<file path="src/rtl/gerador_menor_5_pkg.sv">
// Shared definitions for the gerador_menor_5 comparator sweep source:
// state encoding, widths and the default handshake timeout.
package gerador_menor_5_pkg;

  typedef enum logic [1:0] {
    ST_IDLE = 2'd0,
    ST_EMIT = 2'd1,
    ST_DONE = 2'd2
  } estado_t;

  localparam int VAL_W           = 4;
  localparam int CNT_W           = 5;
  localparam int WAIT_W          = 8;
  localparam int TIMEOUT_DEFAULT = 8;

  // Sweep values wrap 15 -> 0 through the natural 4-bit overflow.
  function automatic logic [VAL_W-1:0] next_val(input logic [VAL_W-1:0] v);
    return v + VAL_W'(1);
  endfunction

endpackage

</file>
<file path="src/rtl/gerador_menor_5_contador_espera.sv">
// TIMEOUT-bounded wait counter: counts stalled handshake cycles and flags
// expirou once the final permitted stall cycle has been reached.
module contador_espera
  import gerador_menor_5_pkg::*;
#(
  parameter int TIMEOUT = TIMEOUT_DEFAULT
) (
  input  logic clk_i,
  input  logic rst_ni,
  input  logic clear_i,
  input  logic enable_i,
  output logic expirou_o
);

  logic [WAIT_W-1:0] espera_q;
  logic [WAIT_W-1:0] espera_d;

  // Saturates at TIMEOUT-1; the owner aborts on that cycle, so it never wraps.
  always_comb begin
    espera_d = espera_q;
    if (clear_i) begin
      espera_d = '0;
    end else if (enable_i && !expirou_o) begin
      espera_d = espera_q + WAIT_W'(1);
    end
  end

  always_ff @(posedge clk_i or negedge rst_ni) begin
    if (!rst_ni) begin
      espera_q <= '0;
    end else begin
      espera_q <= espera_d;
    end
  end

  assign expirou_o = (espera_q == WAIT_W'(TIMEOUT - 1));

endmodule

</file>
<file path="src/rtl/gerador_menor_5.sv">
// Sweep source for a 4-bit threshold comparator: emits inicio..fim (mod 16)
// on a valid/ready interface and counts how many values returned s_in=1.
module gerador_menor_5
  import gerador_menor_5_pkg::*;
#(
  parameter int TIMEOUT = TIMEOUT_DEFAULT
) (
  input  logic             clock,
  input  logic             reset,
  input  logic             start,
  input  logic [VAL_W-1:0] inicio,
  input  logic [VAL_W-1:0] fim,
  output logic             a,
  output logic             b,
  output logic             c,
  output logic             d,
  output logic             valid,
  input  logic             ready,
  input  logic             s_in,
  output logic             busy,
  output logic             done,
  output logic             erro,
  output logic [CNT_W-1:0] contagem,
  output logic [1:0]       estado_dbg
);

  // Handshake: a value transfers on every rising clock edge where valid and
  // ready are both high; {a,b,c,d} stays constant while valid waits for ready.

  estado_t          state_q, state_d;
  logic [VAL_W-1:0] cur_q, cur_d;
  logic [VAL_W-1:0] fim_q, fim_d;
  logic [CNT_W-1:0] contagem_q, contagem_d;
  logic             erro_q, erro_d;
  logic             armed_q;
  logic             clear_wait;
  logic             en_wait;
  logic             expirou;

  contador_espera #(
    .TIMEOUT (TIMEOUT)
  ) u_espera (
    .clk_i     (clock),
    .rst_ni    (reset),
    .clear_i   (clear_wait),
    .enable_i  (en_wait),
    .expirou_o (expirou)
  );

  always_comb begin
    state_d    = state_q;
    cur_d      = cur_q;
    fim_d      = fim_q;
    contagem_d = contagem_q;
    erro_d     = erro_q;
    clear_wait = 1'b0;
    en_wait    = 1'b0;
    case (state_q)
      ST_IDLE: begin
        // armed_q blocks a start that coincides with the reset-release edge.
        if (start && armed_q) begin
          cur_d      = inicio;
          fim_d      = fim;
          contagem_d = '0;
          erro_d     = 1'b0;
          clear_wait = 1'b1;
          state_d    = ST_EMIT;
        end
      end
      ST_EMIT: begin
        if (ready) begin
          contagem_d = contagem_q + CNT_W'(s_in);
          clear_wait = 1'b1;
          if (cur_q == fim_q) begin
            state_d = ST_DONE;
          end else begin
            cur_d = next_val(cur_q);
          end
        end else if (expirou) begin
          erro_d     = 1'b1;
          clear_wait = 1'b1;
          state_d    = ST_DONE;
        end else begin
          en_wait = 1'b1;
        end
      end
      ST_DONE: begin
        state_d = ST_IDLE;
      end
      default: begin
        state_d = ST_IDLE;
      end
    endcase
  end

  always_ff @(posedge clock or negedge reset) begin
    if (!reset) begin
      state_q    <= ST_IDLE;
      cur_q      <= '0;
      fim_q      <= '0;
      contagem_q <= '0;
      erro_q     <= 1'b0;
      armed_q    <= 1'b0;
    end else begin
      state_q    <= state_d;
      cur_q      <= cur_d;
      fim_q      <= fim_d;
      contagem_q <= contagem_d;
      erro_q     <= erro_d;
      armed_q    <= 1'b1;
    end
  end

  assign {a, b, c, d} = cur_q;
  assign valid        = (state_q == ST_EMIT);
  assign busy         = (state_q == ST_EMIT);
  assign done         = (state_q == ST_DONE);
  assign erro         = erro_q;
  assign contagem     = contagem_q;
  assign estado_dbg   = state_q;

endmodule
</file>
<file path="config.mk">
export PLATFORM = sky130hd
export DESIGN_NAME = gerador_menor_5
export DESIGN_NICKNAME = d
export VERILOG_FILES = /design/src/rtl/gerador_menor_5_pkg.sv /design/src/rtl/gerador_menor_5_contador_espera.sv /design/src/rtl/gerador_menor_5.sv
export SDC_FILE = /design/constraint.sdc
export NUM_CORES = 1
export LEC_CHECK = 0
export ABC_CLOCK_PERIOD_IN_PS = 1700
export CORE_MARGIN = 3
export CORE_UTILIZATION = 52
export CTS_BUF_LIST = sky130_fd_sc_hd__clkbuf_4
export CTS_CLUSTER_SIZE = 12
export DETAILED_ROUTE_END_ITERATION = 16
export PLACE_DENSITY = 0.81
export SYNTH_ARGS = -nofsm -noshare
export SYNTH_HDL_FRONTEND = slang
export SYNTH_SLANG_ARGS = --single-unit
</file>
<file path="constraint.sdc">
create_clock -name clock -period 1.7 [get_ports clock]
set_input_delay 0.255 -clock clock [delete_from_list [all_inputs] [get_ports clock]]
set_output_delay 0.255 -clock clock [all_outputs]
set_load 0.02 [all_outputs]
</file>
==> reports/metrics.cfg <==
[run_status]
outcome=complete, no violations

[synth]
synth_area_leaders=dfrtp_1 (46%), nand2_1 (7.2%), xor2_1 (3.9%)
synth_top_family_by_area=simple AND/OR/NAND/NOR gates
ys_ff_latch=25
synth_area_leader_cell=dfrtp_1
yosys.area_share.simple=0.2704
synthFlopType=dfrtp_1
synth_xor_area_frac=0.03903
synth-compound-area-share=0.1403
synth_nets=157
yosys.area.top_type_share=0.4647
yosys_warnings=0
synthAdderAreaFrac=0.03717
async_flop_share=1.000
yosysSeqAreaShare=0.4647
synth-edff-count=0
syn_inst=140
synth_area_per_cell_um2=9.616
yosysUniqueCellTypes=41
synthMuxAreaShare=0.01115
synth_area_mm2=0.001346

[floorplan]
io_pins=28
core_mm2=0.002340
initial_core_util=0.5754
die-area_mm2=0.003235
die_h_um=56.88
rows=17
die_w_um=56.88

[timing]
fin_ws_ns=0.05798
finClkSkew_ns=0.01393
fmax_ghz=0.6090
finalCriticalPeriod_ns=1.642
fin_crit_sh=0.9659
report.final.slew_viol_count=0
setup_viol=0
hold_viol=0

[worst_setup_path]
critPathArrivalTime_ns=1.39
crit_path_top_delay_cell=clkdlybuf4s50_1
cpPeakStageDelay_ns=0.63
cp.buffers_inverters=1
crit_chain=clkdlybuf4s50_1
critical-path-top-delay-family=buffers and inverters
worstPathMaxFanout=4
critPathKind=reg -> out
startpoint_type=flop
critical_path_required_ns=1.44
end_kind=output port

[place]
gp_congestion=0.8978
hpwl_um=2640
postPlaceCellArea_mm2=0.001763
io_buffers=27
dp_cells=209
place_ws_ns=-0.03680

[power_and_ir_drop]
pwr-share-comb=0.549
power.density_mw_per_mm2=1460
power_frac_clock=0.106
p_seq_frac=0.345
ir_worst_vdd_uv=1149
internal_power_w=0.001531
switching_share=0.4226
p_sw_w=0.001120
leakagePower_nw=0.8972

[layout]
mostFrequentLayoutCells=nand2_1 (26), dfrtp_1 (25), buf_4 (21), clkdlybuf4s50_1 (17), nor2_1 (10)
drive_gt1_frac=0.1828
stdcell_count=214
fin_area_mm2=0.001817
layout_commonest_cell=nand2_1
area_growth_pct=34.94
antenna_cells=0
fin_nets=204

[drt]
drt_drc_violations_left=0
vias=1271
drt_pre_antenna_iters=4
wl_um=3382
drt_iter0_drc=38
antenna_left=0
wl_per_cell_um=15.80
vias_per_cell=5.939

[cts]
cts_buffers=3
clockBufferDepth=2
clk_pin_slew_ns=0.15
cts-root-buf=clkbuf_4
h-tree-depth=1
ctsHoldBuffers=0
cts_tree=done
cts.sinks=25
insertion_delay_ns=0.34

[global_routing]
grt_max_degree=26
grt_use_total=0.2267
antenna_found_initial=0
grt_pass1_vias=1256
grt_pass1_wl_um=5671
grt_remaining_overflow=0

[flow_run]
drv_cap=0

[hold_path]
hold_path_class=in -> async

==> synthesized netlist by cell type (2+ instances only) <==
library cell / instances
a21oi_1: 4
a22o_1: 2
a2bb2oi_1: 2
a31oi_1: 2
and3_1: 2
buf_4: 4
dfrtp_1: 25
ha_1: 4
inv_1: 2
nand2_1: 26
nand3_1: 7
nand4_1: 2
nor2_1: 10
nor3_1: 3
o211ai_1: 2
o21ai_0: 6
o22ai_1: 4
or3_1: 5
xor2_1: 6
==> cell type report <==
| class | count | area, µm² |
|---|---|---|
| timing repair buffer | 48 | 436.7 |
| fill | 179 | 523.0 |
| clock inverter | 1 | 7.507 |
| multi-input combinational | 107 | 681.9 |
| inverter | 2 | 7.507 |
| sequential | 25 | 625.6 |
| clock buffer | 3 | 22.52 |
| tap | 28 | 35.03 |
==> state kept, by name (all words and copies together), names as in the netlist <==
register and count:
armed_q 1, fim_q 4, contagem 5, u_espera.espera_q 8, estado_dbg 2, cur_q 4, erro 1
==> final timing paths <==
| path | cells past startpoint | to | from | slack (ns) |
|---|---|---|---|---|
| hold / removal | 2 | cur_q[0] | reset | 0.27 |
| setup reg to reg | 5 | u_espera.espera_q[3] | u_espera.espera_q[5] | 0.11 |
| min in group clock | 3 | fim_q[3] | fim[3] | 0.43 |
| setup / recovery | 1 | a | cur_q[3] | 0.06 |
| hold reg to reg | 2 | fim_q[1] | fim_q[1] | 0.52 |
| max in group asynchronous | 2 | u_espera.espera_q[5] | reset | 1.18 |
==> worst reg2reg max path, delay by kind of cell, from the launching register on <==
kind                   cells  cell delay, ns
buffers and inverters      1            0.14
AND/OR/NAND/NOR            2            0.50
AO/OA/AOI/OAI              2            0.44
flip-flops                 1            0.44
==> timing repair <==
| action | in CTS | in global routing |
|---|---|---|
| setup endpoints to repair | 5 | 10 |
| buffers inserted | 0 | 1 |
| pin swaps | 0 | 1 |
| gates resized for setup | 5 | 8 |
==> cell families after synthesis <==
group | count (synthesis)
AO/OA/AOI/OAI | 28
XOR/XNOR | 6
adder cells (fa/ha/maj) | 4
buffers and inverters | 8
flip-flops | 25
multiplexers | 1
other | 1
AND/OR/NAND/NOR | 67
==> power by group through the flow <==
stage	clock network, W	logic, W	registers (W)
detailed placement	0	0.00146	0.000931
finish	0.000282	0.00145	0.000915
global route	0.000313	0.00158	0.000942
global placement	0	0.00140	0.000913
floorplan	0	0.000759	0.00100
CTS	0.000287	0.00144	0.000917
==> layer usage <==
layer / vias up / part of all wire / GRT usage / wire (µm)
li1: 594 / - / - / -
met1: 626 / 0.38 / 0.2525 / 1281
met2: 40 / 0.54 / 0.4078 / 1839
met3: 11 / 0.049 / 0.04598 / 166
met4: 0 / 0.028 / 0.1026 / 95
met5: - / 0 / 0 / 0
==> through the flow <==
stage	hold slack, ns	total power [W]	utilization	setup TNS, ns
after floorplan	-0.04059	0.001761	-	0
after global placement	0.4787	0.002309	0.7535	0
after detailed placement	0.4885	0.002394	0.7535	-0.06286
after CTS	0.2729	0.002642	0.7636	0
after global routing	0.2844	0.002836	0.7765	-0.001423
final	0.2676	0.002652	0.7765	0
Note: power is estimated with default switching activity, not from simulation.
==> edit 1, RTL diff (same settings) <==
`contagem_q` no longer has a reset.
--- a/src/rtl/gerador_menor_5.sv
+++ b/src/rtl/gerador_menor_5.sv
@@ -100,3 +100,2 @@
       fim_q      <= '0;
-      contagem_q <= '0;
       erro_q     <= 1'b0;
@@ -107,3 +106,2 @@
       fim_q      <= fim_d;
-      contagem_q <= contagem_d;
       erro_q     <= erro_d;
@@ -111,2 +109,6 @@
     end
+  end
+
+  always_ff @(posedge clock) begin
+    contagem_q <= contagem_d;
   end
Formal check against the unedited RTL: differs if reset is asserted again (counterexample within 4 cycles, from zero or initial values and one cycle with reset low); with reset held inactive, the same outputs for 10 cycles.
==> edit 1 against the unedited design <==
  * The run now ends with negative setup slack left
  * Sequential cell count unchanged
  * Setup slack lost 160 ps
  * Area after synthesis down 1.0%
  * Cell area grew 1.5%
  * Wire length fell by 7.0%
  * Power increased by 7.4%
  * Combinational power is 6% higher
==> edit 1: results <==
status:
  status: "finished, violations left"
  violations: "negative setup slack"
timing:
  fin_setup_tns_ps: -105
  setup_violations: 2
  fin_skew_ps: 6.06
  setup_ws_ps: -97.5
  fin_hold_ws_ps: 273
critical_path:
  crit_slowest_cell: "or4_4"
  regToRegEndpoint: "u_espera.espera_q[5]"
  cp_max_fo: 5
  regToRegStartpoint: "u_espera.espera_q[1]"
  max_stage_delay_ps: 500
routing:
  met3_length_um: 181
  met2_length_um: 1670
  via_count: 1207
  routedWlPerCell_um: 15.0
power:
  power_clock_mw: 0.284
  p_leak_nw: 0.865
  ir_drop_uv: 1140
  power_frac_seq: 0.361
  cellInternalPower_mw: 1.70
  power_mw: 2.85
grt:
  grt_max_degree: 21
  grt_use_met2: 0.376
  grt_use_met3: 0.0276
  gr-usage-met1: 0.243
  grt_pass1_wl_um: 5210
logic_synthesis:
  yosysSeqAreaShare: 0.488
  yosysUniqueCellTypes: 40
  synth_area_leaders: "dfrtp_1 38%, edfxtp_1 11%, nand2_1 5.6%"
  synth.net_count: 150
  netlist_top_cells_count: "20 x dfrtp_1, 20 x nand2_1, 12 x nor2_1"
  synthArstFlopShare: 0.800
  synth_edf_count: 5
final_layout:
  nFillCells: 148
  fin_nets: 199
  drive_gt1_frac: 0.232
  instances_no_fill: 209
clock_network:
  clock_latency_ps: 310
  cts_resized: 9
placement:
  gp_congestion: 0.830
  pre_cts_ws_ps: -96.0
  place_area_sq_um: 1760
-- edit 1: cell types whose count changed in the layout (fill, tap and decap cells not counted), moves of 3 or more --
cell,change
o22ai_1,-3
and2_1,+3
mux2i_1,+3
nand2_1,-6
edfxtp_1,+5
or3_1,-4
dfrtp_1,-7
o21ai_0,-3
-- edit 1: logic make-up (layout without fill, tap and decap cells) --
kind of cell	count (synthesis)	after routing	share of synthesized area
muxes	4	4	0.0310
other	1	1	0.00281
buffers and inverters	8	56	0.0366
DFF	25	25	0.488
xor gates and xnor gates	10	10	0.0657
adders and majority gates	4	4	0.0376
and+or+nand+nor	58	58	0.225
AOI/OAI and AO/OA	23	23	0.113
-- edit 1: final cells by class --
class	count	area (sq um)	area share
multi-input cells	100	672	0.364
flip-flops and latches	25	653	0.354
repair buffers	50	447	0.242
well taps	28	35.0	0.0190
clock buffers	4	30.0	0.0163
inverters	2	7.51	0.00407
==> edit 2, RTL diff (config.mk and constraints unchanged) <==
Without the edit above. Change the package constant `WAIT_W` from 8 to 7.
--- a/src/rtl/gerador_menor_5_pkg.sv
+++ b/src/rtl/gerador_menor_5_pkg.sv
@@ -12,3 +12,3 @@
   localparam int CNT_W           = 5;
-  localparam int WAIT_W          = 8;
+  localparam int WAIT_W          = 7;
   localparam int TIMEOUT_DEFAULT = 8;
Function: same outputs for any inputs over 10 cycles, from zero or initial values and one cycle with reset low; that may be too few to reach the edited logic, so the function may still have changed.
==> edit 2 against the unedited design <==
  * First-iteration DRC count down 42%
  * Wire length down 12%
  * Sequential cell count down 1
  * Setup slack better by 10 ps
  * Clock skew down 12 ps
  * Combinational power up 4%
  * Power up 1.1%
  * Cell area down 2.8%
  * Non-clock buffer count down 2
  * Critical path type is now reg2reg
  * Fmax up 0.62%
  * Area after synthesis down 4.1%
  * Critical path depth up 4
==> edit 2: results <==
logic_synthesis:
  yosysUniqueCellTypes: 45
  synth.net_count: 133
  netlist_top_cells_count: "24 x dfrtp_1, 11 x nand2_1, 10 x xor2_1"
  synth_cells: 116
  yosysSeqAreaShare: 0.465
  synth_area_leaders: "dfrtp_1 47%, xor2_1 6.8%, ha_1 3.9%"
critical_path:
  startpoint: "fim_q[1]"
  crit_end: "cur_q[2]"
  cp_max_fo: 5
  crit_arrival_ps: 1850
  regToRegEndpoint: "cur_q[2]"
  regToRegStartpoint: "fim_q[1]"
placement:
  hpwlAfterDp_um: 2240
  place_area_sq_um: 1710
  pre_cts_ws_ps: -68.3
  dp.cells: 185
  gp_congestion: 0.808
timing:
  setup_ws_ps: 68.1
  fin_hold_ws_ps: 273
  fin_skew_ps: 1.88
grt:
  grt_pass1_wl_um: 4950
  grt_pass1_vias: 1056
  grt_max_degree: 25
  grtUsageTotal: 0.201
routing:
  via_per_inst: 5.51
  dr.pass1.iters: 4
  drt-total-wl_um: 2980
  routedWlPerCell_um: 15.7
final_layout:
  insertedDiodeCount: 0
  fin_nets: 180
  drive_gt1_frac: 0.265
  nFillCells: 174
power:
  p_leak_nw: 0.840
  ir_drop_uv: 1260
clock_network:
  clock_latency_ps: 320
status:
  status: "completed"
-- edit 2: metal layers --
| metal | part of all wire | vias up | global-route usage | wire, um |
|---|---|---|---|---|
| met5 | 0 | - | 0 | 0 |
| met3 | 0.041 | 5 | 0.0348 | 122 |
| met2 | 0.49 | 25 | 0.333 | 1450 |
| met1 | 0.46 | 512 | 0.271 | 1360 |
| met4 | 0.013 | 0 | 0.0610 | 40 |
| li1 | - | 505 | - | - |
-- edit 2: power breakdown --
part           internal, mW  switching [mW]
registers             0.740           0.177
logic                 0.752           0.755
clock network        0.0860           0.173
-- edit 2: cell type report --
cell class,count,area [sq um],share of cell area
clock buffer,3,22.5,0.0128
clock inverter,1,3.75,0.00213
inverter,2,7.51,0.00425
multi-input combinational,86,682,0.386
sequential,24,603,0.342
tap,28,35.0,0.0198
timing repair buffer,46,412,0.233
-- edit 2: cell families (layout without fill, tap and decap cells) --
| group | Yosys count | after routing | synth area share |
|---|---|---|---|
| mux | 7 | 7 | 0.0620 |
| simple gates | 43 | 43 | 0.209 |
| xor+xnor | 11 | 11 | 0.0746 |
| fa+ha+maj | 4 | 4 | 0.0388 |
| compound gates | 20 | 20 | 0.122 |
| other cells | 1 | 1 | 0.00290 |
| flops | 24 | 24 | 0.465 |
| buf+inv | 6 | 52 | 0.0252 |
-- edit 2: critical path, cell delays in order (launching register included) --
cell      delay (ps)
dfrtp_2          470
xor2_4           200
nor4_4           400
buf_4            190
a211oi_2          60
a211o_1          220
-- edit 2: timing repair --
item	CTS	global route
endpoints found under the hold margin	0	0
gates resized for setup	7	8
setup buffers	0	2
cloned	0	0
endpoints found under the setup margin	7	5
pin swaps	0	3
hold buffers	0	0
